## src/rtl/calc_pkg.sv

```systemverilog
// Shared calculator definitions: frame constants, ALU error codes and FSM encodings
// for the result transmitter.
package calc_pkg;

   localparam logic [7:0]  FRAME_SYNC  = 8'hA5;
   localparam int unsigned FRAME_BYTES = 7;

   localparam logic [1:0] ERR_NONE = 2'b00;
   localparam logic [1:0] ERR_OVF  = 2'b01;
   localparam logic [1:0] ERR_DIV0 = 2'b10;

   typedef enum logic [1:0] {
      UartIdle,
      UartStart,
      UartData,
      UartStop
   } uart_state_e;

   typedef enum logic {
      FrameIdle,
      FrameSend
   } frame_state_e;

endpackage

```

## src/rtl/uart_byte_tx.sv

```systemverilog
// UART 8N1 byte serialiser. A new byte offered during the last stop-bit cycle is taken
// immediately, so consecutive bytes leave the line with no idle gap.
module uart_byte_tx
   import calc_pkg::*;
#(
   parameter int unsigned CLKS_PER_BIT = 10
) (
   input  logic       clk,
   input  logic       rst,
   input  logic       byte_valid,
   input  logic [7:0] byte_data,
   output logic       byte_ready,
   output logic       byte_done,
   output logic       tx
);

   localparam int unsigned CntW = (CLKS_PER_BIT > 1) ? $clog2(CLKS_PER_BIT) : 1;
   localparam logic [CntW-1:0] CntMax = CntW'(CLKS_PER_BIT - 1);

   uart_state_e     state;
   logic [CntW-1:0] clk_cnt;
   logic [2:0]      bit_idx;
   logic [7:0]      shift;
   logic            bit_end;

   assign bit_end    = (clk_cnt == CntMax);
   // Last cycle of the stop bit: the byte is complete and the next one may be loaded.
   assign byte_done  = (state == UartStop) && bit_end;
   assign byte_ready = (state == UartIdle) || byte_done;

   always_ff @(posedge clk) begin
      if (rst) begin
         state   <= UartIdle;
         clk_cnt <= '0;
         bit_idx <= '0;
         shift   <= '0;
         tx      <= 1'b1;
      end else begin
         case (state)
            UartIdle: begin
               clk_cnt <= '0;
               bit_idx <= '0;
               tx      <= 1'b1;
               if (byte_valid) begin
                  shift <= byte_data;
                  tx    <= 1'b0;
                  state <= UartStart;
               end
            end
            UartStart: begin
               if (bit_end) begin
                  clk_cnt <= '0;
                  bit_idx <= '0;
                  tx      <= shift[0];
                  state   <= UartData;
               end else begin
                  clk_cnt <= clk_cnt + 1'b1;
               end
            end
            UartData: begin
               if (bit_end) begin
                  clk_cnt <= '0;
                  if (bit_idx == 3'd7) begin
                     tx    <= 1'b1;
                     state <= UartStop;
                  end else begin
                     bit_idx <= bit_idx + 1'b1;
                     tx      <= shift[1];
                     shift   <= {1'b0, shift[7:1]};
                  end
               end else begin
                  clk_cnt <= clk_cnt + 1'b1;
               end
            end
            UartStop: begin
               if (bit_end) begin
                  clk_cnt <= '0;
                  if (byte_valid) begin
                     shift <= byte_data;
                     tx    <= 1'b0;
                     state <= UartStart;
                  end else begin
                     tx    <= 1'b1;
                     state <= UartIdle;
                  end
               end else begin
                  clk_cnt <= clk_cnt + 1'b1;
               end
            end
            default: begin
               tx    <= 1'b1;
               state <= UartIdle;
            end
         endcase
      end
   end

endmodule

```

## src/rtl/calc_result_tx.sv

```systemverilog
// Returns one ALU result per handshake to the host as a framed UART message:
// sync, result bytes MSB-first, status, XOR checksum of result and status bytes.
module calc_result_tx
   import calc_pkg::*;
#(
   parameter int unsigned CLKS_PER_BIT = 10,
   parameter int unsigned DATA_W       = 32
) (
   input  logic              clk,
   input  logic              rst,
   input  logic              load_valid,
   output logic              load_ready,
   input  logic [DATA_W-1:0] result,
   input  logic [1:0]        error_code,
   output logic              tx,
   output logic              busy,
   output logic              frame_done
);

   localparam int unsigned NumData = DATA_W / 8;
   localparam int unsigned IdxW    = $clog2(NumData + 3);
   localparam logic [IdxW-1:0] StatIdx = IdxW'(NumData + 1);
   localparam logic [IdxW-1:0] LastIdx = IdxW'(NumData + 2);

   frame_state_e      state;
   logic [DATA_W-1:0] data_reg;
   logic [1:0]        err_reg;
   logic [IdxW-1:0]   byte_idx;
   logic [IdxW-1:0]   next_idx;
   logic [7:0]        csum;
   logic [7:0]        next_byte;
   logic              accept;
   logic              byte_valid;
   logic [7:0]        byte_data;
   logic              byte_ready;
   logic              byte_done;

   // load_ready is high exactly when the frame FSM is idle.
   assign accept = load_valid && load_ready;

   always_comb begin
      csum = {6'b0, err_reg};
      for (int i = 0; i < int'(NumData); i++) begin
         csum = csum ^ data_reg[8*i +: 8];
      end
      next_idx  = byte_idx + 1'b1;
      next_byte = FRAME_SYNC;
      if (next_idx == StatIdx) begin
         next_byte = {6'b0, err_reg};
      end else if (next_idx == LastIdx) begin
         next_byte = csum;
      end else begin
         for (int i = 1; i <= int'(NumData); i++) begin
            if (next_idx == IdxW'(i)) next_byte = data_reg[DATA_W-8*i +: 8];
         end
      end
   end

   // The sync byte goes straight to the serialiser on accept so the start bit follows at once.
   assign byte_valid = accept || ((state == FrameSend) && (byte_idx != LastIdx));
   assign byte_data  = accept ? FRAME_SYNC : next_byte;

   always_ff @(posedge clk) begin
      if (rst) begin
         state      <= FrameIdle;
         data_reg   <= '0;
         err_reg    <= '0;
         byte_idx   <= '0;
         busy       <= 1'b0;
         load_ready <= 1'b1;
         frame_done <= 1'b0;
      end else begin
         frame_done <= 1'b0;
         case (state)
            FrameIdle: begin
               if (load_valid) begin
                  data_reg   <= result;
                  err_reg    <= error_code;
                  byte_idx   <= '0;
                  busy       <= 1'b1;
                  load_ready <= 1'b0;
                  state      <= FrameSend;
               end
            end
            FrameSend: begin
               if (byte_done && (byte_idx == LastIdx)) begin
                  byte_idx   <= '0;
                  busy       <= 1'b0;
                  load_ready <= 1'b1;
                  frame_done <= 1'b1;
                  state      <= FrameIdle;
               end else if (byte_valid && byte_ready) begin
                  byte_idx <= next_idx;
               end
            end
            default: begin
               busy       <= 1'b0;
               load_ready <= 1'b1;
               state      <= FrameIdle;
            end
         endcase
      end
   end

   uart_byte_tx #(
      .CLKS_PER_BIT(CLKS_PER_BIT)
   ) u_uart (
      .clk       (clk),
      .rst       (rst),
      .byte_valid(byte_valid),
      .byte_data (byte_data),
      .byte_ready(byte_ready),
      .byte_done (byte_done),
      .tx        (tx)
   );

endmodule

```

## config.mk

```make
export PLATFORM = sky130hd
export DESIGN_NAME = calc_result_tx
export DESIGN_NICKNAME = d
export VERILOG_FILES = /design/src/rtl/calc_pkg.sv /design/src/rtl/uart_byte_tx.sv /design/src/rtl/calc_result_tx.sv
export SDC_FILE = /design/constraint.sdc
export NUM_CORES = 1
export LEC_CHECK = 0
export ABC_AREA = 1
export BUFFER_PORTS_ARGS = -buffer_cell sky130_fd_sc_hd__buf_2
export CAP_MARGIN = 20
export CORE_UTILIZATION = 58
export DETAILED_ROUTE_END_ITERATION = 6
export PLACE_DENSITY = 0.8
export SYNTH_ARGS = -nofsm -noshare
export SYNTH_HDL_FRONTEND = slang
export SYNTH_SLANG_ARGS = --single-unit
export TNS_END_PERCENT = 30
```

## constraint.sdc

```tcl
create_clock -name clk -period 2 [get_ports clk]
set_clock_uncertainty 0.15 [all_clocks]
set_input_delay 0.1 -clock clk [delete_from_list [all_inputs] [get_ports clk]]
set_output_delay 0.1 -clock clk [all_outputs]
set_load 0.02 [all_outputs]
```

==> impl_metrics.tcl, run 1 <==
set metrics [dict create \
    io_buffers 40 \
    maxSlewViolCount 0 \
    final.period_utilization 0.983 \
    tritoncts "done" \
    status "completed" \
    grtUsageTotal 0.334 \
    nets 614 \
    start_util 0.615 \
    finalHoldViolCount 0 \
    yosysTopAreaCellShare 0.367 \
    clock_sinks 59 \
    drt-total-wl_mm 9.45 \
    setup_ws_ps 35.0 \
    core_um2 5240 \
    via_per_inst 5.56 \
    drive_above_1_share 0.181 \
    power_density_nw_per_um2 1160 \
    fp-row-count 26 \
    drv_cap 0 \
    cts_buffers 9 \
    dp_hpwl_mm 5.57 \
    synth.avg_cell_area_um2 6.79 \
    total_power_uw 4890 \
    syn_nets 525 \
    critPathKind "flop to flop" \
    areaGrowthSynthToFinish_pct 31.3 \
    yosysUniqueCellTypes 29 \
    clk_pin_slew_worst_paths_ps 80 \
    gp_congestion 0.951 \
    clk_path_buf_depth 2 \
    die_w_um 76.5 \
    fin_cells 638 \
    ir_drop_mv 0.853 \
    finalCriticalPeriod_ps 1970 \
    dpl_worst_slack_ps 7.53 \
    fmax_mhz 509 \
    grt_pass1_vias 3325 \
    grt_max_degree 26 \
    regToRegStartpoint "byte_idx[1]" \
    largest_register_ffs 32 \
    dr.pass1.iters 7 \
    final-setup-viol-count 0 \
    ys_top_cells_by_area "dfxtp_1, nand2_1, o21ai_0" \
    synth-seq-cells 59 \
    slew_headroom 0.693 \
    htree_levels 3 \
    hold_class "input port to flop" \
    yosysTopAreaCell "dfxtp_1" \
    worstSetupStartpointType "flop" \
    num_io_pins 41 \
    drtIter0Drc 344 \
    worstSetupEndpointType "flop" \
    cp_data_required_time_ps 2090 \
    hp-start "load_valid" \
    worst_pin_slew_ps 460 \
    netlist_area_um2 3220 \
    crit_fanout 6 \
    vias 3547 \
    syn_inst 474 \
    yosysSeqAreaShare 0.367 \
    drcViolationCount 0 \
    clock_latency_ps 360 \
    fin_tns_setup_ps 0 \
    yosysWarnings 0 \
    arrival_ps 2050 \
    ant_nets 0 \
    startpoint "byte_idx[1]" \
    grt_pass1_wl_mm 15.2 \
    die_h_um 76.5 \
    die_area_um2 5850 \
    diodes 0 \
    dp.cells 583 \
    cts-root-buf "clkbuf_8" \
    wire_per_inst_um 14.8 \
    finish.utilization 0.807 \
    rsz0062_at_grt "true" \
    p_leak_uw 0.00200 \
    overflow 0 \
    grt_antenna_before_repair 0 \
]
synth_stat cells (all sizes together):
library cell	number
inv	54
xor2	4
nand3	26
ha	14
dfxtp	59
xnor2	13
o21bai	1
clkbuf	9
nand2	105
a21oi	36
o21ai	62
clkinv	1
buf	7
or2	2
nand3b	1
nor3	2
nand2b	6
nand4	7
nor2	65
metal layers:
layer	vias up	global-route usage	wire length, um
met2	195	0.578	4690
met5	-	0	0
met1	1630	0.393	3830
met4	0	0.171	229
met3	24	0.0611	704
li1	1698	-	-
worst max-delay path: stages, from the launching register on:
cell     delay, ps
dfxtp_2        370
inv_1           60
ha_1           260
inv_1           90
nand2_1         80
inv_1          130
nand3_1         90
o21ai_0         90
nand2_1         90
nand2_1         90
nand2_1         80
nand2_1         60
nand2_1         50
nand2_1         80
a21oi_1         70
cell type report:
| type | count | area (um2) |
|---|---|---|
| Clock buffer | 12 | 165 |
| Clock inverter | 4 | 95.1 |
| Fill cell | 329 | 1010 |
| Inverter | 55 | 208 |
| Multi-Input combinational cell | 345 | 1800 |
| Sequential cell | 59 | 1190 |
| Tap cell | 70 | 87.6 |
| Timing Repair Buffer | 93 | 689 |
cells in the final DEF, fill, tap and decap left out, types with 2 or more instances in the layout:
master | netlist | layout
dfxtp_1 | 59 | 55
dlygate4sd3_1 | 0 | 35
o21ai_0 | 58 | 57
dfxtp_2 | 0 | 4
nand3_1 | 24 | 24
inv_1 | 51 | 50
ha_2 | 0 | 2
xnor2_1 | 13 | 13
nand2b_1 | 6 | 6
clkinv_2 | 1 | 2
xor2_1 | 4 | 4
ha_1 | 14 | 12
buf_2 | 2 | 40
nand3_2 | 2 | 2
buf_4 | 1 | 17
clkbuf_8 | 0 | 12
bufinv_16 | 0 | 3
nand2_2 | 3 | 4
o21ai_2 | 3 | 4
a21oi_1 | 35 | 35
nand4_1 | 7 | 7
or2_2 | 2 | 2
inv_2 | 3 | 4
nor2_1 | 64 | 63
nand2_1 | 102 | 101
metrics by stage:
stage	area, um2	hold WS [ps]
4_1_cts	4160	55.9
5_1_grt	4230	109
6_report	4230	76.8
3_3_place_gp	3540	199
3_5_place_dp	3540	208
2_1_floorplan	3220	29.3
path summary, 6_finish.rpt:
path	to	slack, ps	cells past startpoint
hold reg to reg	u_uart.bit_idx[2]	330	2
hold / removal	u_uart.shift[7]	80	5
setup reg to reg	u_uart.shift[5]	30	14
setup / recovery	u_uart.shift[5]	30	14
logic make-up after synthesis:
group           after synthesis  share of synthesized area
simple gates                214                      0.284
flops                        59                      0.367
xor+xnor                     17                     0.0462
compound gates               99                      0.159
buf+inv                      71                     0.0897
fa+ha+maj                    14                     0.0544
power breakdown:
part	internal, uW	total [uW]	switching, uW
combinational	750	1920	1170
clock	928	1430	497
sequential	1380	1550	172
total	3050	4890	1840
timing repair:
action,in CTS,in global routing
pin swaps,0,1
gates resized for setup,2,14
setup endpoints to repair,3,13
buffers inserted,0,3
hold buffers,35,0
cloned,0,1
endpoints found under the hold margin,43,0
No activity file was read; power rests on OpenSTA's default activity.
==> run 2: changes to the inputs <==
--- a/config.mk
+++ b/config.mk
@@ -8,9 +8,9 @@
 export ABC_AREA = 1
 export BUFFER_PORTS_ARGS = -buffer_cell sky130_fd_sc_hd__buf_2
 export CAP_MARGIN = 20
-export CORE_UTILIZATION = 58
+export CORE_UTILIZATION = 62
 export DETAILED_ROUTE_END_ITERATION = 6
-export PLACE_DENSITY = 0.8
+export PLACE_DENSITY = 0.85
 export SYNTH_ARGS = -nofsm -noshare
 export SYNTH_HDL_FRONTEND = slang
 export SYNTH_SLANG_ARGS = --single-unit
==> constraint.sdc (replaced) <==
create_clock -name clk -period 2.6 [get_ports clk]
set_clock_uncertainty 0.15 [all_clocks]
set_input_delay 0.13 -clock clk [delete_from_list [all_inputs] [get_ports clk]]
set_output_delay 0.13 -clock clk [all_outputs]
set_load 0.02 [all_outputs]
==> run 2 against run 1 <==
Clock-buffer cell count fell by 1. Flip-flop and latch count did not move. Setup slack gained 310 ps. Total power decreased by 33%. Sequential share of layout area grew 1.6 points. Maximum frequency shrank 13%. Critical endpoint is now u_uart.shift[0].
==> impl_metrics.tcl, run 2 (same netlist as run 1, synthesis figures left out) <==
set metrics [dict create \
    clock_sinks 59 \
    critPathKind "flop to flop" \
    grt.busiest_layer "met2" \
    grt_pass1_vias 3053 \
    worstSetupEndpointType "flop" \
    worst-path-buf-inv 0 \
    die_area_um2 5490 \
    fp-row-count 25 \
    crit_fanout 13 \
    slew_headroom 0.692 \
    drcViolationCount 0 \
    overflow 0 \
    grt_use_met1 0.417 \
    finalHoldViolCount 0 \
    largest_register_ffs 32 \
    die_h_um 74.1 \
    grt_max_degree 45 \
    dr.pass1.iters 5 \
    dp_hpwl_mm 5.18 \
    crit_path_top_delay_cell "dfxtp_1" \
    drtIter0Drc 322 \
    crit_chain "ha_1 > nand2_1 > nand2_2 > nand2_1 > or2_2 > nand3_1 > nand2_1 > nand2_1 > nand2_1 > nand2_1 > a21oi_1" \
    gp_congestion 0.948 \
    core_um2 4850 \
    cts-root-buf "clkbuf_8" \
    ant_nets 0 \
    maxSlewViolCount 0 \
    drt-total-wl_mm 8.52 \
    via_per_inst 5.46 \
    hold_class "input port to flop" \
    fmax_mhz 443 \
    clk_path_buf_depth 2 \
    grt_pass1_wl_mm 13.7 \
    tritoncts "done" \
    finish.utilization 0.823 \
    power_frac_clock 0.255 \
    status "completed" \
    cts_buffers 9 \
    start_util 0.664 \
    p_switching_uw 1290 \
    p_leak_uw 0.00189 \
    crit_family "simple AND/OR/NAND/NOR gates" \
    num_io_pins 41 \
    die_w_um 74.1 \
    nets 598 \
    p_sw_frac 0.395 \
    power_density_nw_per_um2 818 \
    grtUsageTotal 0.334 \
    slowest_delay_ps 420 \
    worstSetupStartpointType "flop" \
    ir_drop_mv 0.555 \
    layout_common_cells "nand2_1, nor2_1, dfxtp_1, o21ai_0, inv_1" \
    grtUsageMet3 0.0705 \
    wire_per_inst_um 13.8 \
    clock_latency_ps 340 \
    final.period_utilization 0.867 \
    io_buffers 40 \
    worst_pin_slew_ps 463 \
    vias 3382 \
    arrival_ps 2330 \
    drive_above_1_share 0.134 \
    cp_data_required_time_ps 2670 \
    pwr-share-seq 0.360 \
    layout.area.seq_um2 1180 \
    areaGrowthSynthToFinish_pct 23.9 \
    grtUsageMet2 0.549 \
    diodes 0 \
    internal_power_uw 1980 \
    fin_tns_setup_ps 0 \
    clk_pin_slew_worst_paths_ps 70 \
    grt_antenna_before_repair 0 \
    crit_path_frequent_cell "nand2_1" \
    htree_levels 3 \
    drv_cap 0 \
    fillers 293 \
    finalCriticalPeriod_ps 2260 \
    p_comb_frac 0.384 \
    postCtsSetupBuffers 0 \
    rsz0062_at_grt "false" \
    multi_input_area_um2 1750 \
    final_common_cell "nand2_1" \
    final-setup-viol-count 0 \
]
run 2: routing by layer:
layer	up-vias	share of wire
li1	1660	-
met1	1529	0.42
met2	168	0.47
met3	25	0.077
met4	0	0.027
met5	-	0
run 2: area by class of cell:
type / count / share of cell area
sequential: 59 / 0.296
clock inverter: 5 / 0.0132
multi-input combinational: 344 / 0.439
tap: 67 / 0.0210
inverter: 55 / 0.0521
timing repair buffer: 78 / 0.144
clock buffer: 11 / 0.0354
run 2: repair_timing:
item	in CTS	in global routing
endpoints found under the setup margin	0	0
hold endpoints to repair	42	0
hold buffers	35	0
gates resized for setup	0	0
run 2: worst paths after layout:
kind | startpoint | end | slack, ps | cells past startpoint
worst min register to register | u_uart.clk_cnt[0] | u_uart.clk_cnt[0] | 320 | 1
worst min-delay path | load_valid | u_uart.shift[7] | 170 | 5
worst max register to register | byte_idx[1] | u_uart.shift[0] | 340 | 11
worst max-delay path | byte_idx[1] | u_uart.shift[0] | 340 | 11
run 2: stage by stage:
step	setup WS, ps	instances	hold WS, ps	total power (uW)	instance area [um2]
after floorplan	813	474	59.3	2100	3220
after global placement	488	568	227	2320	3450
after detailed placement	361	568	238	2360	3450
after CTS	355	619	147	3230	3990
after global routing	153	619	182	3480	3990
final	345	619	171	3270	3990
run 2: worst reg2reg max path: stages, from the launching register on:
cell and delay, ps:
dfxtp_1 420, ha_1 210, nand2_1 90, nand2_2 250, nand2_1 320, or2_2 370, nand3_1 80, nand2_1 50
nand2_1 50, nand2_1 50, nand2_1 50, a21oi_1 50
run 2: power by group through the flow:
stage	Combinational, uW	Sequential (uW)	Clock (uW)
after floorplan	928	1170	0
after global placement	1140	1180	0
after detailed placement	1170	1190	0
after CTS	1220	1170	836
after global routing	1410	1190	880
final	1260	1180	834
